### config.mk
export PLATFORM = sky130hd
export DESIGN_NAME = keypad_scan_ctrl
export DESIGN_NICKNAME = d
export VERILOG_FILES = /design/src/rtl/keypad_scan_ctrl_pkg.sv /design/src/rtl/keypad_scan_ctrl_sync2.sv /design/src/rtl/keypad_scan_ctrl.sv
export SDC_FILE = /design/constraint.sdc
export NUM_CORES = 1
export LEC_CHECK = 0
export CAP_MARGIN = 20
export CORE_UTILIZATION = 55
export DETAILED_ROUTE_END_ITERATION = 12
export GPL_TIMING_DRIVEN = 0
export PLACE_DENSITY = 0.75
export SLEW_MARGIN = 20
export SYNTH_ARGS = -nofsm -noshare
export SYNTH_HDL_FRONTEND = slang
export SYNTH_HIERARCHICAL = 1
export SYNTH_SLANG_ARGS = --single-unit
### constraint.sdc
create_clock -name clk -period 3.6 [get_ports clk]
set_clock_uncertainty 0.1 [all_clocks]
set_input_delay 0.72 -clock clk [delete_from_list [all_inputs] [get_ports clk]]
set_output_delay 0.72 -clock clk [all_outputs]
set_load 0.05 [all_outputs]
### src/rtl/keypad_scan_ctrl_pkg.sv
// keypad_scan_ctrl_pkg: shared states, geometry and helpers for the keypad scanner
package keypad_scan_ctrl_pkg;
  typedef enum logic [1:0] {SCAN, DEBOUNCE, PRESSED, RELEASE} state_t;
  localparam int NUM_ROWS = 4;
  localparam int NUM_COLS = 4;
  localparam int KEY_CODE_W = 4;
  localparam logic [NUM_ROWS-1:0] ROW_IDLE = 4'b1111;
  function automatic int max2(input int a, input int b);
    return (a > b) ? a : b;
  endfunction
endpackage

### src/rtl/keypad_scan_ctrl_sync2.sv
// keypad_scan_ctrl_sync2: two-flop synchronizer, resets to all-ones (idle pulled-up lines)
module keypad_scan_ctrl_sync2 #(
  parameter int W = 4
) (
  input  logic         clk,
  input  logic         nrst,
  input  logic [W-1:0] i_d,
  output logic [W-1:0] o_q
);
  logic [W-1:0] r_s1, r_s2;
  always_ff @(posedge clk or negedge nrst) begin
    if (!nrst) begin
      r_s1 <= '1;
      r_s2 <= '1;
    end else begin
      r_s1 <= i_d;
      r_s2 <= r_s1;
    end
  end
  assign o_q = r_s2;
endmodule

### src/rtl/keypad_scan_ctrl.sv
// keypad_scan_ctrl: 4x4 keypad row scanner with a single shared press/release debounce counter
module keypad_scan_ctrl
  import keypad_scan_ctrl_pkg::*;
#(
  parameter int SCAN_CYCLES     = 1000,
  parameter int DEBOUNCE_CYCLES = 1_000_000
) (
  input  logic                  clk,
  input  logic                  nrst,
  input  logic                  en,
  input  logic [NUM_COLS-1:0]   col_n,
  output logic [NUM_ROWS-1:0]   row_n,
  output logic [KEY_CODE_W-1:0] key_code,
  output logic                  key_valid,
  output logic                  key_held
);
  localparam int CNT_W = $clog2(max2(SCAN_CYCLES, DEBOUNCE_CYCLES));
  localparam logic [CNT_W-1:0] SCAN_LAST = CNT_W'(SCAN_CYCLES - 1);
  localparam logic [CNT_W-1:0] DEB_LAST = CNT_W'(DEBOUNCE_CYCLES - 1);
  state_t                  r_state, w_state_nxt;
  logic [CNT_W-1:0]        r_cnt, w_cnt_nxt;
  logic [1:0]              r_row_idx, w_row_idx_nxt;
  logic [1:0]              r_col_idx, w_col_idx_nxt;
  logic [NUM_ROWS-1:0]     r_row_n, w_row_n_nxt;
  logic [KEY_CODE_W-1:0]   r_key_code, w_key_code_nxt;
  logic                    r_key_valid, w_key_valid_nxt;
  logic                    r_key_held, w_key_held_nxt;
  logic [NUM_COLS-1:0]     w_col_s;
  logic                    w_any;
  logic                    w_sel_high;
  logic [1:0]              w_low_col;
  keypad_scan_ctrl_sync2 #(.W(NUM_COLS)) u_sync (
    .clk  (clk),
    .nrst (nrst),
    .i_d  (col_n),
    .o_q  (w_col_s)
  );
  assign w_any      = ~&w_col_s;
  assign w_sel_high = w_col_s[r_col_idx];
  assign w_low_col  = !w_col_s[0] ? 2'd0 : !w_col_s[1] ? 2'd1 : !w_col_s[2] ? 2'd2 : 2'd3;
  always_ff @(posedge clk or negedge nrst) begin
    if (!nrst) begin
      r_state     <= SCAN;
      r_cnt       <= '0;
      r_row_idx   <= '0;
      r_col_idx   <= '0;
      r_row_n     <= 4'b1110;
      r_key_code  <= '0;
      r_key_valid <= 1'b0;
      r_key_held  <= 1'b0;
    end else begin
      r_state     <= w_state_nxt;
      r_cnt       <= w_cnt_nxt;
      r_row_idx   <= w_row_idx_nxt;
      r_col_idx   <= w_col_idx_nxt;
      r_row_n     <= w_row_n_nxt;
      r_key_code  <= w_key_code_nxt;
      r_key_valid <= w_key_valid_nxt;
      r_key_held  <= w_key_held_nxt;
    end
  end
  always_comb begin
    w_state_nxt     = r_state;
    w_cnt_nxt       = r_cnt + 1'b1;
    w_row_idx_nxt   = r_row_idx;
    w_col_idx_nxt   = r_col_idx;
    w_key_code_nxt  = r_key_code;
    w_key_valid_nxt = 1'b0;
    w_key_held_nxt  = r_key_held;
    if (!en) begin
      w_state_nxt    = SCAN;
      w_cnt_nxt      = '0;
      w_row_idx_nxt  = '0;
      w_key_held_nxt = 1'b0;
    end else begin
      case (r_state)
        SCAN: if (r_cnt == SCAN_LAST) begin
          w_cnt_nxt = '0;
          if (w_any) begin
            w_col_idx_nxt = w_low_col;
            w_state_nxt   = DEBOUNCE;
          end else w_row_idx_nxt = r_row_idx + 2'd1;
        end
        DEBOUNCE: if (w_sel_high) begin
          w_state_nxt   = SCAN;
          w_cnt_nxt     = '0;
          w_row_idx_nxt = r_row_idx + 2'd1;
        end else if (r_cnt == DEB_LAST) begin
          w_state_nxt     = PRESSED;
          w_cnt_nxt       = '0;
          w_key_valid_nxt = 1'b1;
          w_key_code_nxt  = {r_row_idx, r_col_idx};
          w_key_held_nxt  = 1'b1;
        end
        PRESSED: begin
          w_cnt_nxt = '0;
          if (w_sel_high) w_state_nxt = RELEASE;
        end
        RELEASE: if (!w_sel_high) begin
          w_state_nxt = PRESSED;
          w_cnt_nxt   = '0;
        end else if (r_cnt == DEB_LAST) begin
          w_state_nxt    = SCAN;
          w_cnt_nxt      = '0;
          w_key_held_nxt = 1'b0;
          w_row_idx_nxt  = r_row_idx + 2'd1;
        end
      endcase
    end
    // row drive follows the next row index so it moves on the same edge as the FSM
    w_row_n_nxt = en ? ~(NUM_ROWS'(1) << w_row_idx_nxt) : ROW_IDLE;
  end
  assign row_n     = r_row_n;
  assign key_code  = r_key_code;
  assign key_valid = r_key_valid;
  assign key_held  = r_key_held;
endmodule
# ---- After elaboration in Yosys (flattened, before gate mapping)
# Cells that the tools add are included.
dict set report totals {
  regBits 44
  input_bits 7
  out_inout_bits 10
  word_cells 76
}
dict set report op_classes {
  add_sub_neg 2
  order_cmp 1
  n_eq_ne 15
  shift 1
  mux 38
  bitwise 3
  n_reduce_logical 6
}
# op count
set op_table {}
lappend op_table {{$mux W20} 5}
lappend op_table {{$pmux W20 S4} 1}
lappend op_table {{$mux W2} 16}
lappend op_table {{$ne A3 B3 Y1 const B} 7}
lappend op_table {{$add A20 B1 Y20 const B} 1}
lappend op_table {{$eq A20 B10 Y1 const B} 1}
lappend op_table {{$eq A20 B20 Y1 const B} 1}
lappend op_table {{$reduce_and A4 Y1} 3}
lappend op_table {{$mux W1} 11}
lappend op_table {{$reduce_and A5 Y1} 2}
lappend op_table {{$ne A4 B4 Y1 const B} 2}
lappend op_table {{$pmux W2 S4} 1}
lappend op_table {{$pmux W2 S3} 1}
lappend op_table {{$eq A2 B2 Y1 const B} 2}
lappend op_table {{$mux W4} 1}
lappend op_table {{$not A4 Y4} 1}
lappend op_table {{$shl A1 B2 Y4 const A} 1}
lappend op_table {{$lt A2 B3 Y1 const B} 1}
lappend op_table {{$ne A3 B1 Y1 const B} 1}
lappend op_table {{$add A2 B1 Y2 const B} 1}
lappend op_table {{$bmux W1 S2} 1}
lappend op_table {{$eq A2 B1 Y1 const B} 1}
lappend op_table {{$logic_not A2 Y1} 1}
lappend op_table {{$not A1 Y1} 2}
lappend op_table {{$pmux W1 S2} 1}

# ---- Depth between registers and ports, before layout
dict set report logic_depth {
  ltp_word 8
  depth_mapped 9
}

# ---- By module
# Netlist, hierarchy kept.
# mod instances cells_each area_each_um2 seq_area_each_um2
set modules_own_cells {}
lappend modules_own_cells {keypad_scan_ctrl 1 184 1843.0 904.6}
lappend modules_own_cells {keypad_scan_ctrl_sync2 1 8 210.2 210.2}

# ---- Worst setup path after synthesis
# OpenSTA, ideal clock, no wires.
dict set report synth_path {
  path_kind {register -> register}
  start {register r_cnt[11]}
  end {register r_key_code[0] (netlist: key_code[0])}
  t_arrival_ps 2356
  t_required_ps 3375
  slack_ps 1020
  stages_incl_launch_ff 6
  synth_period_minus_slack_ps 2580
  cell_sequence {dfrtp_1 -> or4b_1 -> or2_4 -> or4_4 -> nor3_4 -> mux2_2}
}
dict set report synth_between {
  elab_chain_len 2
}
# element line_no
set synth_rtl {}
lappend synth_rtl {{start, declared} keypad_scan_ctrl.sv:21} ;# logic [CNT_W-1:0] r_cnt, w_cnt_nxt;
lappend synth_rtl {{start signal, assigned} keypad_scan_ctrl.sv:53} ;# r_cnt <= w_cnt_nxt;
lappend synth_rtl {{$eq A20 B20 Y1} keypad_scan_ctrl.sv:88} ;# end else if (r_cnt == DEB_LAST) begin
lappend synth_rtl {{$reduce_and A4 Y1 (no line)} n/a}
lappend synth_rtl {{end signal, assigned} keypad_scan_ctrl.sv:57} ;# r_key_code <= w_key_code_nxt;
lappend synth_rtl {{end, declared} keypad_scan_ctrl.sv:25} ;# logic [KEY_CODE_W-1:0] r_key_code, w_key_code_nxt;
# Every way passes these cells.
# A chain may end at the register's enable or synchronous reset.

# ---- Final worst setup path
dict set report layout_path {
  start {register r_cnt[11]}
  end {register r_key_code[2] (netlist: key_code[2])}
}
# The elaborated chain is that of the path after synthesis.

==> results.tsv <==
stage	metric	value	unit
critical_path	WP data required	3.69	ns
global_route	gr usage total	21.1	%
sta	fin crit share	75.1	%
sta	measured slew at the worst slew-check pin	0.564	ns
floorplanning	Core Region	0.00347	mm2
global_route	busiest layer in global routing	met2	
global_route	first-pass GRT wire length	6490	um
floorplanning	Ports	17	
sta	final setup vio count	0	
synthesis	async set-reset flop share out of synthesis	100	%
floorplanning	DIE WIDTH	63.1	um
synthesis	register bit total from synthesis	44	
global_route	GR Overflow Total	0	
sta	Relative slew margins	62.0	%
synthesis	mapped cell area	0.00205	mm2
sta	Min Clock Period, post-route	2.70	ns
outcome	status	finished clean	
synthesis	register area share after synthesis	54.3	%
synthesis	Post-synth EDFFs	0	
global_route	met1 Track Usage GR	28.0	%
routing	Vias	1455	
placed_design	Cell Area, Placed	0.00228	mm2
cts	clock slew at reported path FFs	0.08	ns
global_route	initial antenna violation count	0	
floorplanning	site row count	21	
routing	Initial DRT Pass Iterations	4	
floorplanning	die area	0.00398	mm2
cts	clock sink count	44	
flow_run	Max Cap Violations	0	
global_route	GR Util met3	6.16	%
layout	ratio of cells with drive above 1 in the final layout	19.0	%
synthesis	area fraction of the dominant cell type after synthesis	40.2	%
sta	RSZ-0062 raised after global routing	no	
synthesis	syn_area_per_cell	10.7	um2
layout	antenna cells	0	
layout	Synth-to-Final Area Change	16.5	%
synthesis	Synth area leaders	dfrtp_1 40%, dfstp_2 14%, nor2_1 5.1%	
placed_design	dpl hpwl	2600	um
synthesis	area leader, netlist	dfrtp_1	
routing	DRC Markers	0	
synthesis	synthesized instance count	192	
cts	Skew-Pair Late Insertion Delay	0.30	ns
global_route	met2 GRT Util	32.9	%
routing	antenna-violating nets left	0	
floorplanning	Die Ht	63.1	um
floorplanning	Initial Util	59.2	%
critical_path	FF-to-FF End	key_code[2]	
routing	final wirelength	3530	um
cts	CTS tree	yes	
critical_path	critical path class	register to register	
synthesis	cell with the most instances after synthesis	dfrtp_1	
cts	H-tree levels	2	
power_and_ir_drop	PD cells	388	mW/mm2
critical_path	depth of the most critical reg-to-reg path	5	
sta	Slew Limit Fails	0	
power_and_ir_drop	Worst VDD drop	270	uV
cts	post-CTS sizing	0	
cts	TritonCTS buffer count	5	
critical_path	Critical Path End Type	register	
min_path	worst hold path class	input pin to asynchronous set/reset pin	
sta	setup TNS	0	ns
critical_path	Startpoint Class	register	
synthesis	Post-Syn Nets	200	
cts	clk buf depth	2	
critical_path	Critical Path AT	2.79	ns
sta	FMAX	370	MHz
global_route	vias in the first global route	1447	
synthesis	Post-synth top cells	33 x dfrtp_1, 28 x nor2_1, 25 x nand2_1, 12 x xor2_1, 11 x dfstp_2	
cts	CTS Root Buffer Type	clkbuf_8	
critical_path	reg-to-reg critical path startpoint	r_cnt[11]	
routing	Starting DRT DRC Count	74	
power_and_ir_drop	leakage	1.02	nW
critical_path	CP Max Fanout	5	
cts	CTS Hold Buffers Added	0	
routing	drt via density	5.55	
layout	fin nets	223	
synthesis	Warnings, synthesis	6	
critical_path	reg2reg setup slack	0.90	ns
synthesis	Netlist cell types	42	
routing	DR WL/cell	13.5	um
global_route	pin count of the biggest net entering global routing	30	
placed_design	buffers added on ports	15	
cts	postcts setup bufs	0	
synthesis	Main synth FF type	dfrtp_1	
sta	final count of hold timing violations	0	
placed_design	GP Congestion	0.879	
layout	design area	0.00239	mm2
## stage by stage
stage	cells	util [%]	hold WS (ns)	power [mW]	setup WS, ns
global placement	253	65.2	0.245	0.555	0.668
global route	262	69.0	0.243	0.966	0.733
floorplan	192	-	0.245	0.536	1.02
finish	262	69.0	0.230	0.927	0.896
detailed placement	254	65.6	0.247	0.559	0.891
CTS	262	69.0	0.237	0.934	0.882
## layout by cell type (no fill, tap or decap), types with 4 or more instances in the layout
cell	instances
clkbuf_8	5
nor2_1	28
dfstp_2	11
o21ai_0	8
nand2_1	25
clkbuf_1	5
nand3_1	7
nand4_1	4
clkdlybuf4s50_1	14
xor2_1	12
and3_1	5
dfrtp_1	33
inv_1	5
xnor2_1	7
mux2_2	4
## report_power, final
part | total (mW) | switching, mW | internal (mW)
Clock | 0.378 | 0.169 | 0.209
Sequential | 0.511 | 0.00522 | 0.505
Combinational | 0.0385 | 0.0248 | 0.0137
Total | 0.927 | 0.199 | 0.728
## area by class of cell
cell class                      instances  area [um2]
Sequential cell                        44        1110
Fill cell                             268        1080
Multi-Input combinational cell        136         891
Timing Repair Buffer                   16         165
Clock buffer                            5        68.8
Tap cell                               46        57.6
Clock inverter                          3        47.5
Buffer                                  7        28.8
Inverter                                5        18.8
## worst max path at each step
| stage | cells past startpoint | slack (ns) | startpoint | to |
|---|---|---|---|---|
| after global placement | 1 | 0.67 | nrst | r_cnt[2] |
| after global routing | 7 | 0.73 | r_cnt[11] | r_cnt[13] |
| after CTS | 5 | 0.88 | r_cnt[11] | key_code[2] |
| after detailed placement | 5 | 0.89 | r_cnt[11] | key_code[1] |
| after floorplan | 5 | 1.02 | r_cnt[11] | key_code[0] |
| final | 5 | 0.90 | r_cnt[11] | key_code[2] |
## registers in the layout, indices dropped and copies added, names as in the netlist
| name | count |
|---|---|
| key_code | 4 |
| key_held | 1 |
| key_valid | 1 |
| r_cnt | 20 |
| r_col_idx | 2 |
| r_row_idx | 2 |
| r_state | 2 |
| row_n | 4 |
| u_sync/o_q | 4 |
| u_sync/r_s1 | 4 |
## kinds of logic (layout without fill, tap and decap cells)
kind of cell	Yosys count	count (layout)	share of synthesized area, %
simple gates	91	91	23.9
flops	44	44	54.3
compound gates	19	19	7.01
xor+xnor	19	19	8.10
buf+inv	12	36	2.32
mux	6	6	3.78
fa+ha+maj	1	1	0.609
## routing by layer
layer	share of wire, %	wire (um)
met2	48	1700
met4	1.1	40
met5	0	0
met1	47	1650
met3	4.0	140
## worst max-delay path: stages (launching register included)
cell	delay, ns
dfrtp_1	0.42
or4b_1	0.55
or2_4	0.28
or4_4	0.58
nor3_4	0.29
mux2_2	0.37
(Power assumes the default switching activity.)
